File: config.mk
export PLATFORM = sky130hd
export DESIGN_NAME = sa_sdp_ew_alu_pipe
export DESIGN_NICKNAME = d
export VERILOG_FILES = /design/src/rtl/sa_sdp_ew_alu_pipe.sv
export SDC_FILE = /design/constraint.sdc
export NUM_CORES = 2
export LEC_CHECK = 0
export ABC_AREA = 0
export CAP_MARGIN = 20
export CORE_AREA = 2 2 320 322
export CTS_BUF_LIST = sky130_fd_sc_hd__clkbuf_8
export DETAILED_ROUTE_END_ITERATION = 6
export DIE_AREA = 0 0 322 324
export PLACE_DENSITY_LB_ADDON = 0.25
export SYNTH_ARGS = -nofsm -noshare
export SYNTH_HDL_FRONTEND = slang
export SYNTH_SLANG_ARGS = --single-unit
File: constraint.sdc
create_clock -name autosa_core_clk -period 15.1 [get_ports autosa_core_clk]
set_clock_uncertainty 0.05 [all_clocks]
set_input_delay 3.02 -clock autosa_core_clk [delete_from_list [all_inputs] [get_ports autosa_core_clk]]
set_output_delay 3.02 -clock autosa_core_clk [all_outputs]
set_load 0.005 [all_outputs]
File: src/rtl/sa_sdp_ew_alu_pipe.sv
// ---------------------------------------------------------------------------
// sa_sdp_ew_alu_pipe
//
// Elementwise ALU stage that sits after the SDP two-channel sync stage. Each
// accepted beat carries two signed operands and the op selected at accept
// time. The result is clamped to DATA_WIDTH and passes through two registered
// stages with full valid/ready backpressure. Clamped results are counted for
// the status register.
//
// Pipeline:
//   S1 : operand/op registers (s1_a, s1_b, s1_op, s1_vld)
//   S2 : result register      (s2_data, s2_vld) -> data_out / out_pvld
//
// Ports:
//   autosa_core_clk  in   1           clock, all state on the rising edge
//   autosa_core_rst  in   1           synchronous active-high reset
//   cfg_op           in   2           0=BYPASS 1=ADD 2=MAX 3=MUL, taken per beat
//   cfg_sat_clr      in   1           pulse that clears sat_cnt
//   in_pvld          in   1           input beat valid
//   in_prdy          out  1           input beat ready
//   data1_in         in   DATA_WIDTH  operand A (signed)
//   data2_in         in   DATA_WIDTH  operand B (signed)
//   out_pvld         out  1           result valid
//   out_prdy         in   1           downstream ready
//   data_out         out  DATA_WIDTH  clamped result (signed)
//   sat_cnt          out  CNT_WIDTH   clamped-result count, sticks at all-ones
//   busy             out  1           any stage holds a beat
// ---------------------------------------------------------------------------
module sa_sdp_ew_alu_pipe #(
  parameter int DATA_WIDTH = 32,
  parameter int CNT_WIDTH  = 16
) (
  input  logic                  autosa_core_clk,
  input  logic                  autosa_core_rst,
  input  logic [1:0]            cfg_op,
  input  logic                  cfg_sat_clr,
  input  logic                  in_pvld,
  output logic                  in_prdy,
  input  logic [DATA_WIDTH-1:0] data1_in,
  input  logic [DATA_WIDTH-1:0] data2_in,
  output logic                  out_pvld,
  input  logic                  out_prdy,
  output logic [DATA_WIDTH-1:0] data_out,
  output logic [CNT_WIDTH-1:0]  sat_cnt,
  output logic                  busy
);

  localparam logic [1:0] OP_BYPASS = 2'd0;
  localparam logic [1:0] OP_ADD    = 2'd1;
  localparam logic [1:0] OP_MAX    = 2'd2;
  localparam logic [1:0] OP_MUL    = 2'd3;

  localparam int PW = 2 * DATA_WIDTH;

  // Clamp bounds expressed at the wide working width.
  localparam logic signed [PW-1:0] WIDE_MAX =
    {{(DATA_WIDTH+1){1'b0}}, {(DATA_WIDTH-1){1'b1}}};
  localparam logic signed [PW-1:0] WIDE_MIN =
    {{(DATA_WIDTH+1){1'b1}}, {(DATA_WIDTH-1){1'b0}}};

  localparam logic [DATA_WIDTH-1:0] RES_MAX = {1'b0, {(DATA_WIDTH-1){1'b1}}};
  localparam logic [DATA_WIDTH-1:0] RES_MIN = {1'b1, {(DATA_WIDTH-1){1'b0}}};

  localparam logic [CNT_WIDTH-1:0] CNT_MAX = '1;
  localparam logic [CNT_WIDTH-1:0] CNT_ONE = CNT_WIDTH'(1);

  // Stage registers
  logic                  s1_vld;
  logic [DATA_WIDTH-1:0] s1_a;
  logic [DATA_WIDTH-1:0] s1_b;
  logic [1:0]            s1_op;
  logic                  s2_vld;
  logic [DATA_WIDTH-1:0] s2_data;

  // Handshake terms
  logic s2_rdy;
  logic s1_rdy;
  logic in_fire;
  logic s1_move;
  logic out_fire;

  assign s2_rdy   = !s2_vld || out_prdy;
  assign s1_rdy   = !s1_vld || s2_rdy;
  assign in_prdy  = s1_rdy && !autosa_core_rst;
  assign in_fire  = in_pvld && in_prdy;
  assign s1_move  = s1_vld && s2_rdy;
  assign out_fire = s2_vld && out_prdy;

  assign out_pvld = s2_vld;
  assign data_out = s2_data;
  assign busy     = s1_vld || s2_vld;

  // Arithmetic on the S1 operands, evaluated at twice the data width so that
  // neither the sum nor the full product can overflow before clamping.
  logic signed [PW-1:0]  a_wide;
  logic signed [PW-1:0]  b_wide;
  logic signed [PW-1:0]  res_wide;
  logic [DATA_WIDTH-1:0] s1_res;
  logic                  s1_sat;

  // NOTE: every signal written here gets a default on entry so no path through
  // the block leaves it unassigned, which would otherwise infer a latch.
  always_comb begin
    a_wide   = {{DATA_WIDTH{s1_a[DATA_WIDTH-1]}}, s1_a};
    b_wide   = {{DATA_WIDTH{s1_b[DATA_WIDTH-1]}}, s1_b};
    res_wide = a_wide;
    s1_res   = s1_a;
    s1_sat   = 1'b0;

    case (s1_op)
      OP_BYPASS: res_wide = a_wide;
      OP_ADD:    res_wide = a_wide + b_wide;
      OP_MAX:    res_wide = (a_wide >= b_wide) ? a_wide : b_wide;  // tie returns a
      OP_MUL:    res_wide = a_wide * b_wide;
      default:   res_wide = a_wide;
    endcase

    if (res_wide > WIDE_MAX) begin
      s1_res = RES_MAX;
      s1_sat = 1'b1;
    end else if (res_wide < WIDE_MIN) begin
      s1_res = RES_MIN;
      s1_sat = 1'b1;
    end else begin
      s1_res = res_wide[DATA_WIDTH-1:0];
    end
  end

  // NOTE: state is updated with non-blocking assignments so every register
  // samples the pre-edge values of the others, matching real flop behaviour.
  always_ff @(posedge autosa_core_clk) begin
    if (autosa_core_rst) begin
      // NOTE: data registers are reset as well as the valids, so data_out reads
      // zero after reset rather than whatever the last beat left behind.
      s1_vld  <= 1'b0;
      s1_a    <= '0;
      s1_b    <= '0;
      s1_op   <= OP_BYPASS;
      s2_vld  <= 1'b0;
      s2_data <= '0;
      sat_cnt <= '0;
    end else begin
      // S1: load on accept; otherwise empties when its beat moves on.
      if (in_fire) begin
        s1_a   <= data1_in;
        s1_b   <= data2_in;
        s1_op  <= cfg_op;
        s1_vld <= 1'b1;
      end else if (s1_move) begin
        s1_vld <= 1'b0;
      end

      // S2: load on move; otherwise empties on the output handshake.
      if (s1_move) begin
        s2_data <= s1_res;
        s2_vld  <= 1'b1;
      end else if (out_fire) begin
        s2_vld <= 1'b0;
      end

      // A clear coinciding with a clamped move leaves a count of one, so that
      // event is not lost. The count sticks at all-ones instead of wrapping.
      if (s1_move && s1_sat) begin
        if (cfg_sat_clr) begin
          sat_cnt <= CNT_ONE;
        end else if (sat_cnt != CNT_MAX) begin
          sat_cnt <= sat_cnt + CNT_ONE;
        end
      end else if (cfg_sat_clr) begin
        sat_cnt <= '0;
      end
    end
  end

endmodule

* Yosys cells after proc, flatten, opt, wreduce, memory -nomap -nowiden
Index checks and enable logic that the tools add are counted.
** Cells by class
- Add/subtract/negate cells :: 2
- $mul :: 1
- Magnitude comparators :: 3
- Equality and inequality tests :: 4
- Muxes and demuxes :: 14
- Reduce and logical (&&, ||, !) cells :: 17
** Operators by type and width (number)
- case mux 64 bit (4 select lines) :: 1
- greater-than comparator 64 x 32 -> 1 bit, second input constant :: 1
- less-than comparator 64 x 32 -> 1 bit, second input constant :: 1
- multiplier 32 x 32 -> 64 bit :: 1
- two-way mux 16 bit :: 4
- two-way mux 32 bit :: 2
- two-way mux 64 bit :: 1
- adder 32 x 32 -> 33 bit :: 1
- greater-or-equal comparator 32 bit :: 1
- adder 16 x 1 -> 16 bit, second input constant :: 1
- != test 16 bit, second input constant :: 1
- nonzero test 2 bit :: 4
- two-way mux 1 bit :: 6
- logical AND 1 bit :: 5
- == test 2 bit, second input constant :: 2
- zero test 1 bit :: 3
- logical OR 1 bit :: 3
- == test 2 x 1 -> 1 bit, second input constant :: 1
- zero test 2 bit :: 1
- AND reduction 2 bit :: 1
** Storage, ports and cells
- Flip-flop bits (word level) :: 116
- Output and inout bits :: 51
- Word-level logic and storage cells :: 48

* Logic depth before layout (Yosys ltp)
- Depth in word-level cells :: 9
- Gate-level depth with buffers :: 36
- Depth with buffers taken out :: 31

* Worst setup path after synthesis
Ideal clock, no wire load.
- Path type :: register -> register
- Start point :: register s1_a[31]
- End point :: register sat_cnt[0]
- Arrival :: 9.761 ns
- Required time :: 14.947 ns
- Setup slack :: 5.186 ns
- Stages on the path, launching flop included :: 33
- Cell sequence :: dfxtp_1 clkbuf_1 clkinv_1 clkbuf_1 nor2_1 fa_1 fa_1 fa_1 inv_1 fa_1 inv_1 fa_1 fa_1 inv_1 fa_1 inv_1 fa_1 ha_1 clkbuf_1 a21o_1 o21bai_1 a221oi_1 o21ai_0 a21oi_1 o41ai_2 xnor2_1 nor4_1 nand4_1 or4_4 a21boi_2 buf_4 nor4_1 a2111oi_2
** On the way
- Cells in the longest elaborated chain, start to end :: 9
- Elaborated cells between the ends (all ways) :: 13
- Those cells by class :: add/sub: 1; mul: 1; order compare: 3; mux: 5; reduce/logical: 3
** Ends and longest elaborated chain
- start: declaration :: line 69 : logic [DATA_WIDTH-1:0] s1_a;
- start signal: assignment :: line 145 : s1_a <= data1_in;
- parallel branches: the longest is 2 deep, another holds multiplier 32 x 32 -> 64 bit
- case mux 64 bit (4 select lines) * :: line 110 : case (s1_op)
- less-than comparator 64 x 32 -> 1 bit :: line 121 : end else if (res_wide < WIDE_MIN) begin
- two-way mux 1 bit :: line 121
- two-way mux 1 bit * :: line 118 : if (res_wide > WIDE_MAX) begin
- logical AND 1 bit * :: line 163 : if (s1_move && s1_sat) begin
- nonzero test 2 bit (no source line)
- AND reduction 2 bit (no source line)
- end signal: assignment :: line 167 : sat_cnt <= sat_cnt + CNT_ONE;
- end: declaration :: line 44 : output logic [CNT_WIDTH-1:0] sat_cnt,
Mark *: on every way between the ends.
A chain may end at the register's enable or synchronous reset.

* Worst setup path in the final report
Ends and elaborated chain as after synthesis.

==> results.py <==
metrics = {
    "clocking": {
        "clk_latency_ns": 0.59,
        "h-tree-depth": 4,
        "path_clk_slew_ns": 0.10,
        "holdBufCountCts": 0,
        "cts_root_buf": "clkbuf_8",
        "cts_buffers": 17,
        "cts_tree": "built",
        "cts_sinks": 116,
        "clockBufferDepth": 2,
        "post_cts_buffers": 0,
        "cts_resized": 0,
    },
    "synth": {
        "seq_area_frac_synth_pct": 5.16,
        "async_flop_share_pct": 0,
        "synth-edff-count": 0,
        "synth.area.mux_share_pct": 0.247,
        "yosys.area_share.simple_pct": 18.5,
        "synth_compound_area_share_pct": 8.44,
        "yosys_most_used_dff": "dfxtp_1",
        "synth_cells": 5118,
        "synth-xor-area-share_pct": 1.56,
        "syn_nets": 6522,
        "synth_area_um2": 45000,
        "synth_top_family_by_area": "adder cells",
        "avgSynthCellArea_um2": 8.80,
        "ys_types": 93,
        "synth-seq-cells": 116,
        "yosys_warnings": 0,
        "synth_adder_area_share_pct": 55.1,
    },
    "sta": {
        "fmax_mhz": 82.2,
        "rsz0062_at_grt": "false",
        "finalMaxSlewViolations": 0,
        "tns_ns": 0,
        "fin_crit_sh_pct": 80.6,
        "slew_headroom_pct": 14.6,
        "timing.final.crit_period_ns": 12.17,
        "whs_ns": 0.431,
        "worstMarginPinSlew_ns": 1.28,
        "setup_violations": 0,
        "final_hold_viol_count": 0,
    },
    "die": {
        "core_um2": 101000,
        "io_pins": 122,
        "die_x_um": 322,
        "start_util_pct": 44.6,
        "rows": 117,
        "die_h_um": 324,
        "die-area_um2": 104000,
    },
    "power_and_ir_drop": {
        "vdd_drop_max_mv": 0.370,
        "p_int_w": 0.00256,
        "fin_total_pwr_w": 0.00678,
        "power_density_nw_per_um2": 142,
        "p_seq_share_pct": 5.1,
        "swShare_pct": 62.2,
        "pwr-share-comb_pct": 89.5,
        "leakagePower_nw": 22.6,
        "p_sw_w": 0.00422,
        "clockPowerShare_pct": 5.4,
    },
    "outcome": {
        "status": "finished, final reports clean",
    },
    "detailed_routing": {
        "vias_per_cell": 5.64,
        "drtIter0Drc": 3002,
        "drcViolationCount": 0,
        "detail-route-antenna-nets": 0,
        "vias": 35900,
        "dr.pass1.iters": 7,
        "routedWlPerCell_um": 23.9,
        "wl_um": 152000,
    },
    "worst_setup_path": {
        "critPathMaxFanout": 29,
        "reg2regPathDepth": 29,
        "crit_path_max_incr_delay_ns": 1.09,
        "cp_top_family": "adder cells",
        "worstSetupPathType": "register to register",
        "ff2ff_setup_slack_ns": 2.93,
        "cp.required_ns": 15.54,
        "endpoint_kind": "register",
        "cp_common_cell": "fa_1",
        "worst-path-buf-inv": 6,
        "cp.arrival_ns": 12.61,
        "rr_startpoint": "s1_a[31]",
        "crit_path_start_kind": "register",
        "reg2reg_to": "sat_cnt[0]",
        "cpMaxStageDelayCell": "fa_1",
    },
    "layout": {
        "drive_above_1_share_pct": 3.23,
        "layout-area-overhead-vs-synth_pct": 6.16,
        "final_core_utilization_pct": 47.3,
        "fill_cells": 9836,
        "nNetsFinal": 6443,
        "final_cells": 6363,
    },
    "place": {
        "port_buffers": 121,
        "dp_cells": 6328,
        "gp_congestion": 0.990,
        "dp_hpwl_um": 120000,
    },
    "global_route": {
        "track_usage_pct": 30.5,
        "grt_pass1_vias": 37700,
        "antenna_found_initial": 10,
        "grt_max_degree": 59,
        "overflow": 0,
        "grt_pass1_wl_um": 236000,
    },
    "run": {
        "drv_cap": 0,
    },
    "worst_hold_path": {
        "whs_endpoint": "s1_a[21]",
        "hp-class": "register to register",
        "whs_path_depth": 2,
        "hold_start": "s1_a[21]",
    },
}
[worst reg2reg max path: cells and delay by family (launching register included)]
kind / cells / cell delay (ns)
fa+ha+maj: 9 / 5.32
compound gates: 11 / 3.91
buf+inv: 6 / 1.73
simple gates: 3 / 0.76
flops: 1 / 0.32
[registers in the layout (all words and copies together) (netlist names)]
name	count
s1_a	32
s1_op	2
sat_cnt	16
s1_vld	1
s1_b	32
data_out	32
out_pvld	1
[logic make-up (layout without fill, tap and decap cells)]
| logic type | Yosys count | count (layout) |
|---|---|---|
| AND/OR/NAND/NOR | 1689 | 1689 |
| AO/OA/AOI/OAI | 583 | 583 |
| other | 0 | 2 |
| XOR/XNOR | 80 | 80 |
| adder cells (fa/ha/maj) | 1333 | 1333 |
| buffers and inverters | 1306 | 1240 |
| multiplexers | 11 | 11 |
| flip-flops | 116 | 116 |
[layout by cell type (no fill, tap or decap), drive strengths merged, types with 20 or more instances in the layout]
master,n
buf,80
clkdlybuf4s50,120
nor3,71
nand2,680
fa,1083
nand3b,31
a21o,24
a21oi,182
ha,250
xor2,23
dfxtp,116
xnor2,57
and2,485
nor2,213
nand2b,26
nand3,36
o21ai,127
nand4,42
a211oi,23
o211ai,38
o31ai,50
inv,1009
or3,20
[how the worst max path moves through the flow]
stage,start,endpoint,cells after the start
after floorplan,s1_a[31],sat_cnt[0],32
after global placement,s1_a[31],sat_cnt[0],29
final,s1_a[31],sat_cnt[0],29
after CTS,s1_a[31],sat_cnt[0],29
after detailed placement,s1_a[31],sat_cnt[0],29
after global routing,s1_a[31],sat_cnt[0],29
[per-layer routing]
metal	vias to the layer above	GRT usage, %	wire [um]
met5	-	0	55
li1	15400	-	-
met2	1498	49.8	71700
met1	18600	39.9	61300
met4	10	13.7	8260
met3	364	5.09	11100
[per-stage QoR]
step / instance area [um2] / setup slack, ns
2_1_floorplan: 45000 / 5.19
3_3_place_gp: 47300 / 3.29
3_5_place_dp: 47300 / 3.06
4_1_cts: 47800 / 3.02
5_1_grt: 47800 / 2.19
6_report: 47800 / 2.93
[power by group through the flow]
stage	clock network, W	registers [W]	logic, W
after global routing	0.000382	0.000349	0.00661
after detailed placement	0	0.000355	0.00592
after global placement	0	0.000355	0.00596
after CTS	0.000373	0.000348	0.00598
final	0.000366	0.000347	0.00607
after floorplan	0	0.000353	0.00391
[area by class of cell]
| type | instances | area, um2 | area share, % |
|---|---|---|---|
| multi-input cells | 3696 | 37800 | 79.0 |
| inverters | 1008 | 3780 | 7.92 |
| flip-flops and latches | 116 | 2330 | 4.88 |
| repair buffers | 200 | 1820 | 3.81 |
| well taps | 1309 | 1640 | 3.43 |
| clock buffers | 18 | 248 | 0.518 |
| clock inverters | 14 | 190 | 0.398 |
| diodes | 2 | 5.00 | 0.0105 |
[cells in the mapped netlist, types with 17 or more instances]
library cell | instances | area [um2]
nand4_1 | 42 | 263
a21oi_1 | 177 | 886
inv_1 | 1004 | 3770
xnor2_1 | 57 | 499
dfxtp_1 | 116 | 2320
nand3b_1 | 31 | 233
nor3_1 | 71 | 355
nand2b_1 | 26 | 163
and2_1 | 484 | 3030
o31ai_1 | 49 | 368
buf_2 | 17 | 85.1
clkbuf_1 | 271 | 1020
a31oi_1 | 19 | 119
a211oi_1 | 20 | 150
or3_1 | 19 | 119
xor2_1 | 23 | 201
o21a_1 | 19 | 143
fa_1 | 1083 | 21700
ha_1 | 250 | 3130
o211ai_1 | 37 | 278
nand2_1 | 679 | 2550
nor4_1 | 17 | 106
nor2_1 | 213 | 800
nand3_1 | 35 | 175
a21o_1 | 24 | 180
o21ai_0 | 115 | 576
(Power assumes the default switching activity.)
